### src/rtl/cpu_types_pkg.sv
// Shared CPU-side types: RAM handshake state, data word and memory arbiter states.
package cpu_types_pkg;

  typedef logic [31:0] word_t;

  typedef enum logic [1:0] {
    FREE   = 2'd0,
    BUSY   = 2'd1,
    ACCESS = 2'd2,
    ERROR  = 2'd3
  } ramstate_t;

  typedef enum logic [1:0] {
    IDLE   = 2'd0,
    COH    = 2'd1,
    IFETCH = 2'd2
  } arb_state_t;

endpackage

### src/rtl/rr_picker.sv
// Combinational round-robin picker: first active request strictly after ptr, wrapping.
module rr_picker #(
  parameter int CPUS = 2,
  parameter int IDXW = (CPUS > 1) ? $clog2(CPUS) : 1
) (
  input  logic [CPUS-1:0] req,
  input  logic [IDXW-1:0] ptr,
  output logic [CPUS-1:0] grant,
  output logic [IDXW-1:0] idx
);

  logic            found_s;
  logic [IDXW-1:0] cand_s;

  // Scanning from ptr+1 leaves the previous winner as the last candidate.
  always_comb begin
    grant   = '0;
    idx     = '0;
    found_s = 1'b0;
    cand_s  = '0;
    for (int i = 1; i <= CPUS; i++) begin
      cand_s = IDXW'((int'(ptr) + i) % CPUS);
      if (!found_s && req[cand_s]) begin
        found_s       = 1'b1;
        idx           = cand_s;
        grant[cand_s] = 1'b1;
      end else begin
        found_s = found_s;
      end
    end
  end

endmodule

### src/rtl/memory_arbiter.sv
// Shares the single RAM port between the coherence controller and the icaches:
// coherence has priority and holds the port, icaches rotate, starvation forces a fetch.
module memory_arbiter
  import cpu_types_pkg::*;
#(
  parameter int CPUS         = 2,
  parameter int STARVE_LIMIT = 16
) (
  input  logic                CLK,
  input  logic                nRST,
  input  logic                coh_ramREN,
  input  logic                coh_ramWEN,
  input  word_t               coh_ramaddr,
  input  word_t               coh_ramstore,
  input  logic                coh_lock,
  output logic                coh_wait,
  input  logic [CPUS-1:0]     iREN,
  input  word_t [CPUS-1:0]    iaddr,
  output logic [CPUS-1:0]     iwait,
  output word_t [CPUS-1:0]    iload,
  input  word_t               ramload,
  input  ramstate_t           ramstate,
  output logic                ramREN,
  output logic                ramWEN,
  output word_t               ramaddr,
  output word_t               ramstore
);

  localparam int IDXW = (CPUS > 1) ? $clog2(CPUS) : 1;
  localparam int CNTW = $clog2(STARVE_LIMIT + 1);

  arb_state_t      state_r;
  arb_state_t      state_next_s;
  logic [IDXW-1:0] rr_ptr_r;
  logic [IDXW-1:0] owner_r;
  logic [CPUS-1:0] owner_oh_r;
  logic [CNTW-1:0] starve_cnt_r;
  logic [IDXW-1:0] pick_idx_s;
  logic [CPUS-1:0] pick_oh_s;
  logic            coh_req_s;
  logic            access_s;
  logic            starved_s;

  rr_picker #(.CPUS(CPUS), .IDXW(IDXW)) u_picker (
    .req   (iREN),
    .ptr   (rr_ptr_r),
    .grant (pick_oh_s),
    .idx   (pick_idx_s)
  );

  // Next-state decision and RAM/requester output steering from the registered grant.
  always_comb begin
    coh_req_s    = coh_ramREN | coh_ramWEN;
    access_s     = (ramstate == ACCESS);
    starved_s    = (starve_cnt_r == CNTW'(STARVE_LIMIT));
    state_next_s = state_r;
    ramREN       = 1'b0;
    ramWEN       = 1'b0;
    ramaddr      = '0;
    ramstore     = '0;
    coh_wait     = 1'b1;
    iwait        = '1;
    iload        = '0;
    case (state_r)
      IDLE: begin
        if (starved_s && (|iREN)) begin
          state_next_s = IFETCH;
        end else if (coh_req_s) begin
          state_next_s = COH;
        end else if (|iREN) begin
          state_next_s = IFETCH;
        end else begin
          state_next_s = IDLE;
        end
      end
      COH: begin
        // A simultaneous read and write is illegal; the write is the one honoured.
        ramWEN   = coh_ramWEN;
        ramREN   = coh_ramREN & ~coh_ramWEN;
        ramaddr  = coh_ramaddr;
        ramstore = coh_ramstore;
        coh_wait = ~access_s;
        if (coh_lock || coh_req_s) begin
          state_next_s = COH;
        end else begin
          state_next_s = IDLE;
        end
      end
      IFETCH: begin
        ramREN  = 1'b1;
        ramaddr = iaddr[owner_r];
        for (int i = 0; i < CPUS; i++) begin
          if (owner_oh_r[i]) begin
            iwait[i] = ~access_s;
            iload[i] = ramload;
          end else begin
            iwait[i] = 1'b1;
            iload[i] = '0;
          end
        end
        if (access_s) begin
          state_next_s = IDLE;
        end else if (!iREN[owner_r]) begin
          state_next_s = IDLE;
        end else begin
          state_next_s = IFETCH;
        end
      end
      default: begin
        state_next_s = IDLE;
      end
    endcase
  end

  // Grant state, owner capture, round-robin pointer and starvation counter.
  always_ff @(posedge CLK or negedge nRST) begin
    if (!nRST) begin
      state_r      <= IDLE;
      rr_ptr_r     <= '0;
      owner_r      <= '0;
      owner_oh_r   <= '0;
      starve_cnt_r <= '0;
    end else begin
      state_r <= state_next_s;
      if (state_r == IDLE && state_next_s == IFETCH) begin
        owner_r    <= pick_idx_s;
        owner_oh_r <= pick_oh_s;
      end
      // A flushed fetch leaves the pointer alone so the same icache is not skipped.
      if (state_r == IFETCH && access_s) begin
        rr_ptr_r <= owner_r;
      end
      if (iREN == '0) begin
        starve_cnt_r <= '0;
      end else if (state_r != IFETCH && state_next_s == IFETCH) begin
        starve_cnt_r <= '0;
      end else if (state_r != IFETCH && !starved_s) begin
        starve_cnt_r <= starve_cnt_r + CNTW'(1);
      end
    end
  end

endmodule
### config.mk
export PLATFORM = sky130hd
export DESIGN_NAME = memory_arbiter
export DESIGN_NICKNAME = d
export VERILOG_FILES = /design/src/rtl/cpu_types_pkg.sv /design/src/rtl/rr_picker.sv /design/src/rtl/memory_arbiter.sv
export SDC_FILE = /design/constraint.sdc
export NUM_CORES = 1
export LEC_CHECK = 0
export ABC_CLOCK_PERIOD_IN_PS = 2600
export CAP_MARGIN = 20
export CORE_AREA = 8 8 110 112
export DETAILED_ROUTE_END_ITERATION = 10
export DIE_AREA = 0 0 118 120
export PLACE_DENSITY = 0.82
export RECOVER_POWER = 50
export SYNTH_ARGS = -nofsm -noshare
export SYNTH_HDL_FRONTEND = slang
export SYNTH_HIERARCHICAL = 1
export SYNTH_SLANG_ARGS = --single-unit
### constraint.sdc
create_clock -name CLK -period 2.6 [get_ports CLK]
set_input_delay 0.52 -clock CLK [delete_from_list [all_inputs] [get_ports CLK]]
set_output_delay 0.52 -clock CLK [all_outputs]
set_load 0.03 [all_outputs]
After elaboration in Yosys (flattened, before gate mapping)
Cells that the tools add are included.
W data, S select, Z words.
- $lt $le $gt $ge: 5
- add/subtract/negate cells: 3
- equality and inequality tests: 6
- bitwise gates (word level): 5
- mux-type cells: 38
- reduce and logical (&&, ||, !) cells: 15
- operator list (operator ; number):
    $mux W32 ; 5
    $mux W64 ; 1
    $pmux W32 S2 ; 1
    $mux W1 ; 16
    $mux W2 ; 8
    $mux W5 ; 3
    $logic_and A1 B1 Y1 ; 8
    $eq A2 B2 Y1 const B ; 3
    $lt A1 B2 Y1 const B ; 3
    $pmux W2 S3 ; 1
    $add A5 B1 Y5 const B ; 1
    $eq A5 B5 Y1 const B ; 1
    $logic_not A2 Y1 ; 2
    $reduce_bool A3 Y1 ; 1
    $add A1 B1 Y1 const B ; 2
    $demux W1 S1 ; 2
    $eq A2 B1 Y1 const B ; 1
    $ge A1 B1 Y1 const B ; 2
    $logic_not A1 Y1 ; 2
    $ne A2 B2 Y1 const B ; 1
    $not A1 Y1 ; 2
    $or A2 B2 Y2 ; 1
    $pmux W1 S2 ; 1
    $reduce_or A2 Y1 ; 1
    3 further kinds ; 3
- flip-flop bits (word level): 11
- output and inout bits: 133
- input port bits: 169

Logic depth before layout (Yosys ltp)
- depth in word-level cells: 9
- depth in mapped cells: 7
- gate-level depth less buffers: 6

Hierarchy
The synthesis kept the hierarchy.
- by module, submodules not included (module ; area each (µm²) ; cells each ; instances):
    memory_arbiter ; 2213.4 ; 322 ; 1
    rr_picker ; 26.3 ; 4 ; 1

Least setup slack after synthesis
No wires, ideal clock.
- kind: register to register
- start: register state_r[0]
- end: register owner_r
- arrival time: 2.061 ns
- clock period less this slack: 2.189 ns
- setup time: 0.128 ns
- setup slack: 0.411 ns
- cell stages (with the launch flop): 8
- required time: 2.472 ns
- cells stage by stage: dfrtp_1 inv_1 ha_1 buf_4 inv_4 or4_4 a2111o_1 mux2_1
- word-level cells in the longest chain between the ends: 4
- RTL lines (what ; line ; text):
    from (decl) ; memory_arbiter.sv:32 ; arb_state_t state_r;
    from (signal assigned) ; memory_arbiter.sv:124 ; state_r <= state_next_s;
    $eq A2 B2 Y1, or another cell as far along ; memory_arbiter.sv:64 ; case (state_r)
    $pmux W2 S3 ; memory_arbiter.sv:64 ;
    $eq A2 B2 Y1 ; memory_arbiter.sv:125 ; if (state_r == IDLE && state_next_s == IFETCH) begin
    $logic_and A1 B1 Y1 (*) ; memory_arbiter.sv:125 ;
    to (signal assigned) ; memory_arbiter.sv:126 ; owner_r <= pick_idx_s;
    to (decl) ; memory_arbiter.sv:35 ; logic [IDXW-1:0] owner_r;
Mark *: on every way between the ends. The rest lies on a longest branch, timed or not.
A chain may end at the register's enable or synchronous reset.

Worst setup path after layout
- start: register state_r[1]
- end: output port ramstore[30]
- word-level cells in the longest chain between the ends: 2
- RTL lines (what ; line ; text):
    $eq A2 B1 Y1 ; memory_arbiter.sv:64 ;
    $mux W32 ; memory_arbiter.sv:64 ;
    to (decl) ; memory_arbiter.sv:26 ; output word_t ramstore
No other way between the ends.

==> flow_metrics.tcl <==
set metrics [dict create \
    status "complete, no violations" \
    clk_latency_ns 0.24 \
    dieArea_mm2 0.01416 \
    cp-start-kind "register" \
    numCtsBuffers 3 \
    fin_hold_ws_ns 0.5684 \
    wl_um 13640 \
    root_buffer "clkbuf_8" \
    grt_pass1_wl_um 20360 \
    drcViolationCount 0 \
    rsz0062_at_grt "no" \
    io_pins 302 \
    start_util 0.2131 \
    drt_iter0_markers 184 \
    yosysMostFrequentCell "and2_1" \
    timing.setup.tns_ns 0 \
    synth_edf_count 0 \
    synth_ff_type "dfrtp_1" \
    drive_gt1_frac 0.1925 \
    yosysSeqAreaShare 0.1229 \
    path_clk_slew_ns 0.05 \
    worstPathCellList "inv_1 -> ha_2 -> buf_12 -> and2_1 -> clkdlybuf4s50_1" \
    diodes 0 \
    fin_worst_skew_ns 0.005329 \
    grt_usage 0.1758 \
    place_ws_ns -0.01704 \
    yosys-top-cells-area "and2_1, and3_1, mux2i_1, dfrtp_1, o21ai_0" \
    finalWorstSetupSlack_ns 0.1012 \
    dp_hpwl_um 11400 \
    avgSynthCellArea_um2 6.870 \
    critPathMaxFanout 43 \
    fin_util 0.4877 \
    finalHoldViolations 0 \
    post_cts_buffers 0 \
    vdd_drop_max_uv 363.7 \
    ys_ff_latch 11 \
    yosysWarnings 6 \
    netlist_top_cells_count "and2_1, and3_1, nand2_1" \
    fin_nets 789 \
    reg2reg_slack_ns 0.27 \
    worst_r2r_path_depth 8 \
    clock-sinks 11 \
    port_buffers 301 \
    final_max_slew_viol_count 0 \
    fin_crit_sh 0.9611 \
    hold_path.class "reg2reg" \
    viasPerCell 4.509 \
    antenna_found_initial 0 \
    p_per_area_mw_per_mm2 718.7 \
    htreeDepth 1 \
    yosysUniqueCellTypes 35 \
    core-area_mm2 0.01051 \
    setup.worst_path.class "reg2out" \
    worstPathArrival_ns 1.98 \
    crit_slowest_cell "clkdlybuf4s50_1" \
    drt_first_pass_iters 4 \
    synth_top_area_frac 0.1816 \
    power_leakage_nw 2.496 \
    syn-cell-area_mm2 0.002240 \
    grt_pass1_vias 3374 \
    rows 38 \
    wire_per_inst_um 18.12 \
    max_slew_margin 0.6326 \
    finalWeightedCongestion 0.8251 \
    grt.overflow.total 0 \
    synth_top_area_cell "and2_1" \
    synthArstFlopShare 1.000 \
    vias 3395 \
    fin_crit_ns 2.499 \
    die_w_um 118 \
    grt_start_max_net_pins 44 \
    crit_required_ns 2.08 \
    syn_to_final_growth_pct 128.8 \
    slowest_delay_ns 0.69 \
    syn_nets 501 \
    critPathCaptureType "output pin" \
    fmax_ghz 0.4002 \
    drtAntennaViolNets 0 \
    die_y_um 120 \
    max_cap_violations 0 \
    clk_path_buf_depth 2 \
    finalSetupViolations 0 \
    worst_pin_slew_ns 0.5493 \
    holdPathStages 1 \
    cts_tree "done" \
    synth_cells 326 \
]
[per-stage QoR]
step / instances / area, µm² / total power, mW
after floorplan: 326 / 2240 / 2.186
after global placement: 749 / 5235 / 3.504
after detailed placement: 749 / 5235 / 3.562
after CTS: 753 / 5283 / 3.747
after global routing: 753 / 5125 / 3.939
final: 753 / 5125 / 3.683
[layout by cell type (no fill, tap or decap), types with 2 or more instances in the layout]
cell and instances:
clkbuf_8 3, mux2_1 3, inv_1 7, clkdlybuf4s50_1 200, buf_2 18, buf_4 48
and3_1 64, buf_12 6, nor3_1 4, clkbuf_2 34, and2_1 65, xor2_1 2
dlygate4sd3_1 2, nand4_1 2, nand3_1 4, nor2_1 3, nand2_1 36, mux2i_1 33
a21boi_0 2, ha_2 2, a211oi_1 2, o21a_1 2, dfrtp_1 10, clkbuf_1 6
ha_1 4, o21ai_0 34
[metal layers]
layer  vias to the layer above  part of all wire  global-route usage
met2                       119              0.55              0.3412
met4                         0            0.0082             0.02402
met5                         -                 0                   0
met3                        12             0.042             0.03194
met1                      1566              0.40              0.1989
li1                       1698                 -                   -
[critical path: cells and delay by family, from the launching register on]
kind	cells	cell delay, ns
adders and majority gates	1	0.21
buffers and inverters	3	0.97
and+or+nand+nor	1	0.16
DFF	1	0.40
[layout make-up]
type	count	area, µm²
Timing Repair Buffer	314	2789
Inverter	8	32.53
Sequential cell	11	276.5
Tap cell	140	175.2
Fill cell	1033	5383
Clock buffer	4	45.04
Multi-Input combinational cell	276	1807
[worst paths after layout]
check,start,end
worst max-delay path,state_r[1],ramstore[30]
worst min-delay path,rr_ptr_r,rr_ptr_r
worst max register to register,state_r[0],starve_cnt_r[0]
worst min register to register,rr_ptr_r,rr_ptr_r
max in group asynchronous,nRST,owner_r
min in group asynchronous,nRST,starve_cnt_r[2]
[state kept, by name (all words and copies together) (netlist names)]
register      flops
owner_oh_r        2
owner_r           1
rr_ptr_r          1
starve_cnt_r      5
state_r           2
[cell families (layout without fill, tap and decap cells)]
group	after synthesis	count (layout)	share of synthesized area
AOI/OAI and AO/OA	47	47	0.1251
xor gates and xnor gates	2	2	0.007823
adders and majority gates	6	6	0.03352
buffers and inverters	39	326	0.06983
DFF	11	11	0.1229
muxes	37	37	0.1676
and+or+nand+nor	184	184	0.4732
[power by group]
part | internal, mW | switching, mW | total, mW
registers | 0.236 | 0.0985 | 0.335
clock network | 0.108 | 0.0666 | 0.174
logic | 1.36 | 1.82 | 3.17
total | 1.70 | 1.98 | 3.68
[timing repair]
item | 4_1_cts | 5_1_grt
gates resized for setup | 1 | 2
setup endpoints to repair | 2 | 9
hold buffers | 0 | 0
pin swaps | 0 | 0
Note: power is estimated with default switching activity, not from simulation.
